## config.mk

```make
export PLATFORM = sky130hd
export DESIGN_NAME = plic_fan_in_pipe_flat
export DESIGN_NICKNAME = d
export VERILOG_FILES = /design/src/rtl/plic_pkg.sv /design/src/rtl/plic_fan_in_pipe_if.sv /design/src/rtl/plic_cmp_node.sv /design/src/rtl/plic_fan_in_pipe.sv /design/src/flat_wrapper.sv
export SDC_FILE = /design/constraint.sdc
export NUM_CORES = 1
export LEC_CHECK = 0
export CORE_MARGIN = 2
export CORE_UTILIZATION = 50
export DETAILED_ROUTE_END_ITERATION = 12
export HOLD_SLACK_MARGIN = 0.02
export MAX_ROUTING_LAYER = met4
export PLACE_DENSITY = 0.77
export REMOVE_ABC_BUFFERS = 1
export SKIP_CTS_REPAIR_TIMING = 1
export SLEW_MARGIN = 20
export SYNTH_ARGS = -nofsm -noshare
export SYNTH_HDL_FRONTEND = slang
export SYNTH_HIERARCHICAL = 1
export SYNTH_SLANG_ARGS = --single-unit
```

## constraint.sdc

```tcl
create_clock -name clock -period 5.4 [get_ports clock]
set_input_delay 1.62 -clock clock [delete_from_list [all_inputs] [get_ports clock]]
set_output_delay 1.62 -clock clock [all_outputs]
set_load 0.01 [all_outputs]
```

## src/rtl/plic_pkg.sv

```systemverilog
// Shared sizing helpers for the PLIC fan-in tree and the claim logic that sits
// after it.
package plic_pkg;

    function automatic int clog2(input int n);
        int r;
        r = 0;
        for (int v = 1; v < n; v = v * 2) r++;
        return r;
    endfunction

    // Width of a device ID; ID 0 is reserved for "no interrupt".
    function automatic int idw(input int n_src);
        return clog2(n_src + 1);
    endfunction

    function automatic int latency(input int n_src, input int lvl_per_stage);
        int l;
        l = (clog2(n_src) + lvl_per_stage - 1) / lvl_per_stage;
        return (l < 1) ? 1 : l;
    endfunction

endpackage

```

## src/rtl/plic_fan_in_pipe_if.sv

```systemverilog
// Source-side inputs and context-side results of one PLIC fan-in instance.
interface plic_fan_in_pipe_if #(
    parameter int N_SRC  = 8,
    parameter int PRIO_W = 3
);
    localparam int IDW = plic_pkg::idw(N_SRC);

    logic [N_SRC-1:0]             ip;
    logic [N_SRC-1:0]             en;
    logic [N_SRC-1:0][PRIO_W-1:0] prio;
    logic [PRIO_W-1:0]            threshold;
    logic                         stall;
    logic [IDW-1:0]               dev;
    logic [PRIO_W-1:0]            max;
    logic                         eip;
    logic                         out_valid;

    modport master (
        output ip, en, prio, threshold, stall,
        input  dev, max, eip, out_valid
    );

    modport slave (
        input  ip, en, prio, threshold, stall,
        output dev, max, eip, out_valid
    );
endinterface

```

## src/rtl/plic_cmp_node.sv

```systemverilog
// One node of the fan-in tree: candidates are {prio, id} with prio in the MSBs.
module plic_cmp_node #(
    parameter int PRIO_W = 3,
    parameter int IDW    = 4
) (
    input  logic [PRIO_W+IDW-1:0] a_i,
    input  logic [PRIO_W+IDW-1:0] b_i,
    output logic [PRIO_W+IDW-1:0] y_o
);
    localparam int CW = PRIO_W + IDW;

    // Strict compare keeps the left input on ties, so the lower device ID wins.
    assign y_o = (b_i[CW-1 -: PRIO_W] > a_i[CW-1 -: PRIO_W]) ? b_i : a_i;
endmodule

```

## src/rtl/plic_fan_in_pipe.sv

```systemverilog
// Pipelined highest-priority selection over N_SRC sources with threshold compare
// producing the context's external-interrupt request.
module plic_fan_in_pipe
    import plic_pkg::*;
#(
    parameter int N_SRC         = 8,
    parameter int PRIO_W        = 3,
    parameter int LVL_PER_STAGE = 2
) (
    input logic               clock,
    input logic               reset_n,
    plic_fan_in_pipe_if.slave bus
);
    localparam int IDW     = idw(N_SRC);
    localparam int D       = clog2(N_SRC);
    localparam int NP      = 1 << D;
    localparam int LATENCY = latency(N_SRC, LVL_PER_STAGE);
    localparam int CNT_W   = clog2(LATENCY + 1);

    typedef struct packed {
        logic [PRIO_W-1:0] prio;
        logic [IDW-1:0]    id;
    } plic_cand_t;

    // Level 0 holds the (padded) leaves; level D holds the single root.
    for (genvar l = 0; l <= D; l++) begin : g_lvl
        localparam int NN = NP >> l;
        plic_cand_t [NN-1:0] v;

        for (genvar n = 0; n < NN; n++) begin : g_n
            if (l == 0) begin : g_leaf
                if (n < N_SRC) begin : g_src
                    logic hit;
                    assign hit       = bus.ip[n] & bus.en[n] & (bus.prio[n] != '0);
                    assign v[n].prio = hit ? bus.prio[n] : '0;
                    assign v[n].id   = hit ? IDW'(n + 1) : '0;
                end else begin : g_pad
                    assign v[n] = '0;
                end
            end else begin : g_cmp
                plic_cand_t node_d;

                plic_cmp_node #(
                    .PRIO_W (PRIO_W),
                    .IDW    (IDW)
                ) u_cmp (
                    .a_i (g_lvl[l-1].v[2*n]),
                    .b_i (g_lvl[l-1].v[2*n+1]),
                    .y_o (node_d)
                );

                // A boundary on the root level is absorbed by the output register.
                if ((l % LVL_PER_STAGE == 0) && (l < D)) begin : g_reg
                    plic_cand_t node_q;
                    always_ff @(posedge clock or negedge reset_n) begin
                        if (!reset_n)        node_q <= '0;
                        else if (!bus.stall) node_q <= node_d;
                    end
                    assign v[n] = node_q;
                end else begin : g_comb
                    assign v[n] = node_d;
                end
            end
        end
    end

    plic_cand_t        root;
    logic [IDW-1:0]    dev_q;
    logic [PRIO_W-1:0] max_q;
    logic              eip_q;
    logic              eip_d;
    logic [CNT_W-1:0]  cnt_q;
    logic [CNT_W-1:0]  cnt_d;

    assign root  = g_lvl[D].v[0];
    assign eip_d = root.prio > bus.threshold;

    always_comb begin
        cnt_d = cnt_q;
        if (cnt_q != CNT_W'(LATENCY)) cnt_d = cnt_q + 1'b1;
    end

    always_ff @(posedge clock or negedge reset_n) begin
        if (!reset_n) begin
            dev_q <= '0;
            max_q <= '0;
            eip_q <= 1'b0;
            cnt_q <= '0;
        end else if (!bus.stall) begin
            dev_q <= root.id;
            max_q <= root.prio;
            eip_q <= eip_d;
            cnt_q <= cnt_d;
        end
    end

    assign bus.dev       = dev_q;
    assign bus.max       = max_q;
    assign bus.eip       = eip_q;
    assign bus.out_valid = (cnt_q == CNT_W'(LATENCY));
endmodule
```

## src/flat_wrapper.sv

```systemverilog
// flat-port wrapper written by rule: the top's interface ports become plain ports
module plic_fan_in_pipe_flat import plic_pkg::*;
#(
    parameter int N_SRC         = 8,
    parameter int PRIO_W        = 3,
    parameter int LVL_PER_STAGE = 2
)
  (clock, reset_n, bus_ip, bus_en, bus_prio, bus_threshold, bus_stall, bus_dev, bus_max, bus_eip, bus_out_valid);
  plic_fan_in_pipe_if #(.N_SRC(N_SRC), .PRIO_W(PRIO_W)) bus_i ();
  input logic clock;
  input logic reset_n;
  input wire logic [$bits(bus_i.ip)-1:0] bus_ip;
  input wire logic [$bits(bus_i.en)-1:0] bus_en;
  input wire logic [$bits(bus_i.prio)-1:0] bus_prio;
  input wire logic [$bits(bus_i.threshold)-1:0] bus_threshold;
  input wire logic [$bits(bus_i.stall)-1:0] bus_stall;
  output wire logic [$bits(bus_i.dev)-1:0] bus_dev;
  output wire logic [$bits(bus_i.max)-1:0] bus_max;
  output wire logic [$bits(bus_i.eip)-1:0] bus_eip;
  output wire logic [$bits(bus_i.out_valid)-1:0] bus_out_valid;
  assign bus_i.ip = bus_ip;
  assign bus_i.en = bus_en;
  assign bus_i.prio = bus_prio;
  assign bus_i.threshold = bus_threshold;
  assign bus_i.stall = bus_stall;
  assign bus_dev = bus_i.dev;
  assign bus_max = bus_i.max;
  assign bus_eip = bus_i.eip;
  assign bus_out_valid = bus_i.out_valid;
  plic_fan_in_pipe #(.N_SRC(N_SRC), .PRIO_W(PRIO_W), .LVL_PER_STAGE(LVL_PER_STAGE)) u_core (.clock(clock), .reset_n(reset_n), .bus(bus_i));
endmodule
```

Word level (Yosys, flattened, before mapping)
Cells that the tools add are included.

word-level totals
  register bits = 24
  input bits = 46
  word-level logic and storage cells = 68

operators by class
  bitwise logic cells = 17
  mux-type cells = 23
  add/sub/neg operators = 1
  equal/unequal tests = 2
  magnitude comparators = 8
  reductions and logical operators = 9

operator list
  operator             count
  $mux 7               7
  $mux 3               12
  $gt 3x3->1           8
  $reduce_bool 3->1    8
  $and 1x1->1          16
  $mux 2               2
  $mux 4               1
  $add 2x1->2 const B  1
  $eq 2x2->1 const B   1
  $ne 2x2->1 const B   1
  $reduce_and 2->1     1
  $mux 1               1
  $not 1->1            1

Depth between registers and ports, before layout
  depth in word-level cells = 7
  depth in mapped cells = 12

Cells and area by module
The synthesis kept the hierarchy.

modules (own cells, without submodules)
  module            cells each  times used  area each (um^2)
  plic_fan_in_pipe  100         1           1282.5
  plic_cmp_node     18          7           172.7

Worst setup path after synthesis
OpenSTA, ideal clock, no wires.

  path kind = input -> register
  start point = input port bus_prio[8]
  end point = register u_core/g_lvl[2].g_n[0].g_cmp.g_reg.node_q[4] (netlist name)
  stages on the path = 11
  library setup time = 125 ps
  arrival = 4435 ps
  slack = 840 ps
  path buffers = 0
  required time = 5275 ps
  cells stage by stage = and3_1 inv_1 ha_1 and3_4 a211oi_4 mux2_2 ha_1 and3_4 a211oi_4 mux2_2 mux2_4

RTL lines
  item                  line                    RTL
  from (decl)           flat_wrapper.sv:14      input wire logic [$bits(bus_i.prio)-1:0] bus_prio;
  to (signal assigned)  plic_fan_in_pipe.sv:57  else if (!bus.stall) node_q <= node_d;
  to (decl)             plic_fan_in_pipe.sv:54  plic_cand_t node_q;

==> summary.txt <==
Logic synthesis
  • Post-Synth Adder-Cell Area: approximately an eighth
  • Post-synthesis xor/xnor area fraction: less than 1%
  • Top post-synthesis cells by area: mux2_2 25%, dfrtp_1 24%, ha_1 13%
  • Mux share of post-synthesis cell area: approximately a third
  • Mapped Cells: approximately 230
  • #FFs+latches synth: 24
  • Simple-gate portion of the synthesized area: 13.7%
  • Warning count from the yosys run: 6
  • Post-synth top area share: 25.3%
  • Mapped Avg Cell Area: 11.0 µm²
  • Seq/Total Area, Yosys: between 20% and 30%
  • Compound-Gate Fraction of Synth Area: about a tenth
  • Synth area leader: mux2_2
  • Synth Cell Area: ~0.0025 mm²
  • Largest family of logic cells by synthesized area: multiplexers
  • Synth cell types: 20

Clock tree
  • CTS clk-pin slew, worst paths: about 0.080 ns
  • Max H-tree Level: 1
  • Clock buffer depth: 2
  • Clk sinks: 24
  • TritonCTS buffer count: 3
  • Root Driver: clkbuf_8
  • Worst skew pair latency: 0.26 ns
  • CTS tree: done

Critical path
  • CP Class: input pin to flop
  • Worst-path fanout max: 7
  • CP arrival: around 5.2 ns
  • Crit. End Element: flop
  • Worst Setup Start Kind: input pin
  • CP required: between 5 and 6 ns

Timing
  • Worst slew margin: roughly two thirds
  • Max Freq: 197 MHz
  • Unrepaired setup endpoints after global routing: false
  • TNS Setup: 0 ns
  • Final period util: between 90% and 100%
  • Final setup viols: 0
  • Final hold violation count: 0
  • Final Critical Period: around 5.1 ns
  • Least-Margin Pin Slew: about 0.52 ns
  • Fin. max-slew vios: 0
  • Skew final: between 0.003 and 0.004 ns

Detailed routing
  • DRC violations left: 0
  • Via density per instance: 5.02
  • Routed WL per cell: about 13 µm
  • ANT nets after route: 0
  • Final WL: just under 5000 µm
  • Initial drt markers: 23
  • DR pass1 iterations: 4
  • Via count: roughly 1800

Power and ir drop
  • Max IR drop VDD: a little under 200 µV
  • Total power: roughly 870 µW
  • LEAKAGE: ~1.5 nW
  • Pwr per Cell Area: approximately 270 mW/mm²

Placement
  • RePlAce Congestion: ~0.87
  • Port bufs: 54
  • Detailed Place HPWL: 3990 µm

Global route
  • Gr ovfl total: 0
  • Largest net degree at the start of global routing: 28
  • Global-route wire length before repair: approximately 8200 µm
  • Vias in the first global route: ~1800
  • Initial antenna violation count: 0
  • Tot GR Track Use: approximately a fifth

Floorplanning
  • Die width: 74.6 µm
  • IO Count: 55
  • Die footprint: approximately 0.0056 mm²
  • Die Ht: about 75 µm
  • CORE AREA: approximately 0.0048 mm²
  • Rows: 25
  • Starting density of the core: a little over half

Finish
  • Share of layout cells above drive strength 1: between 20 and 30%
  • Most common cell after layout, fill and taps aside: mux2_2
  • Most frequent cells in the layout: 56 x mux2_2, 53 x clkdlybuf4s50_1, 26 x inv_1, 25 x ha_1
  • Nets: between 300 and 400
  • Layout overhead on the synthesized area: 28.4%
  • Ant diodes: 0
  • Core Util, Final: between 60 and 70%
  • FILL cells: 409

Hold path
  • Min-delay worst type: flop to flop

Status
  • Outcome: completed

Flow run
  • Max-cap viol count: 0
==> cells in the mapped netlist <==
master / n
ha_1: 25
nand3_1: 1
and3_1: 24
nand2_1: 2
a211oi_4: 7
o31ai_1: 2
mux2_4: 13
a211oi_1: 1
xnor2_1: 1
buf_6: 2
dfrtp_1: 24
o21ai_0: 3
nor2_1: 15
nand2b_1: 7
inv_1: 26
o311a_1: 8
and3_4: 7
mux2_2: 56
buf_12: 1
conb_1: 1
==> registers in the layout, summed over array words and instances, names as in the netlist <==
register,cells
u_core/bus.eip,1
u_core/g_lvl.g_n.g_cmp.g_reg.node_q,14
u_core/cnt_q,2
u_core/bus.dev,4
u_core/bus.max,3
==> per-layer routing <==
layer | routed length, µm | share of wire, % | global-route usage [%] | vias up
met5 | 0 | 0 | - | -
met4 | 31 | 0.63 | 4.96 | 0
met3 | 180 | 3.7 | 2.30 | 4
met2 | 2390 | 48 | 33.6 | 33
met1 | 2330 | 47 | 24.3 | 855
li1 | - | - | - | 951
==> final timing paths <==
check                                                             startpoint                                           end  slack [ns]  cells after the start
worst min register to register                             u_core/bus.max[0]                             u_core/bus.max[0]        0.50                      2
worst min-delay path                                       u_core/bus.max[0]                             u_core/bus.max[0]        0.50                      2
worst max register to register  u_core/g_lvl[2].g_n[0].g_cmp.g_reg.node_q[6]                                u_core/bus.eip        2.91                      9
min in group asynchronous                                            reset_n  u_core/g_lvl[2].g_n[0].g_cmp.g_reg.node_q[1]        1.32                      1
worst max-delay path                                               bus_ip[2]  u_core/g_lvl[2].g_n[0].g_cmp.g_reg.node_q[1]        0.33                     12
max in group asynchronous                                            reset_n                             u_core/bus.dev[3]        3.73                      1
==> worst max-delay path, stage by stage <==
cell	delay, ns
clkdlybuf4s50_1	0.51
and3_1	0.19
inv_1	0.05
ha_1	0.30
and3_4	0.19
a211oi_4	0.40
mux2_2	0.40
ha_1	0.30
and3_4	0.19
a211oi_4	0.40
mux2_2	0.40
mux2_2	0.27
==> report_power, final <==
part           switching [mW]  internal (mW)
Sequential             0.0337          0.237
Combinational           0.189          0.289
Clock                  0.0546         0.0650
Total                   0.277          0.591
==> logic make-up after synthesis <==
group,after synthesis
muxes,69
and+or+nand+nor,56
buffers and inverters,29
adders and majority gates,25
DFF,24
AOI/OAI and AO/OA,21
other,1
xor gates and xnor gates,1
==> area by class of cell <==
cell class	instances	area, µm²	share of cell area (%)
Tap cell	67	83.8	2.62
Sequential cell	24	601	18.8
Timing Repair Buffer	55	543	17.0
Clock buffer	4	55.1	1.72
Inverter	26	97.6	3.05
Multi-Input combinational cell	191	1820	56.8
==> through the flow <==
stage | std cells | hold slack, ns | instance area, µm² | setup WS (ns)
floorplan | 241 | 0.474 | 2520 | 0.840
global placement | 363 | 0.473 | 3150 | 0.0990
detailed placement | 363 | 0.474 | 3150 | 0.0825
CTS | 367 | 0.506 | 3200 | 0.327
global route | 367 | 0.528 | 3200 | 0.197
finish | 367 | 0.497 | 3200 | 0.328
Power figures use the tool's default switching activity.
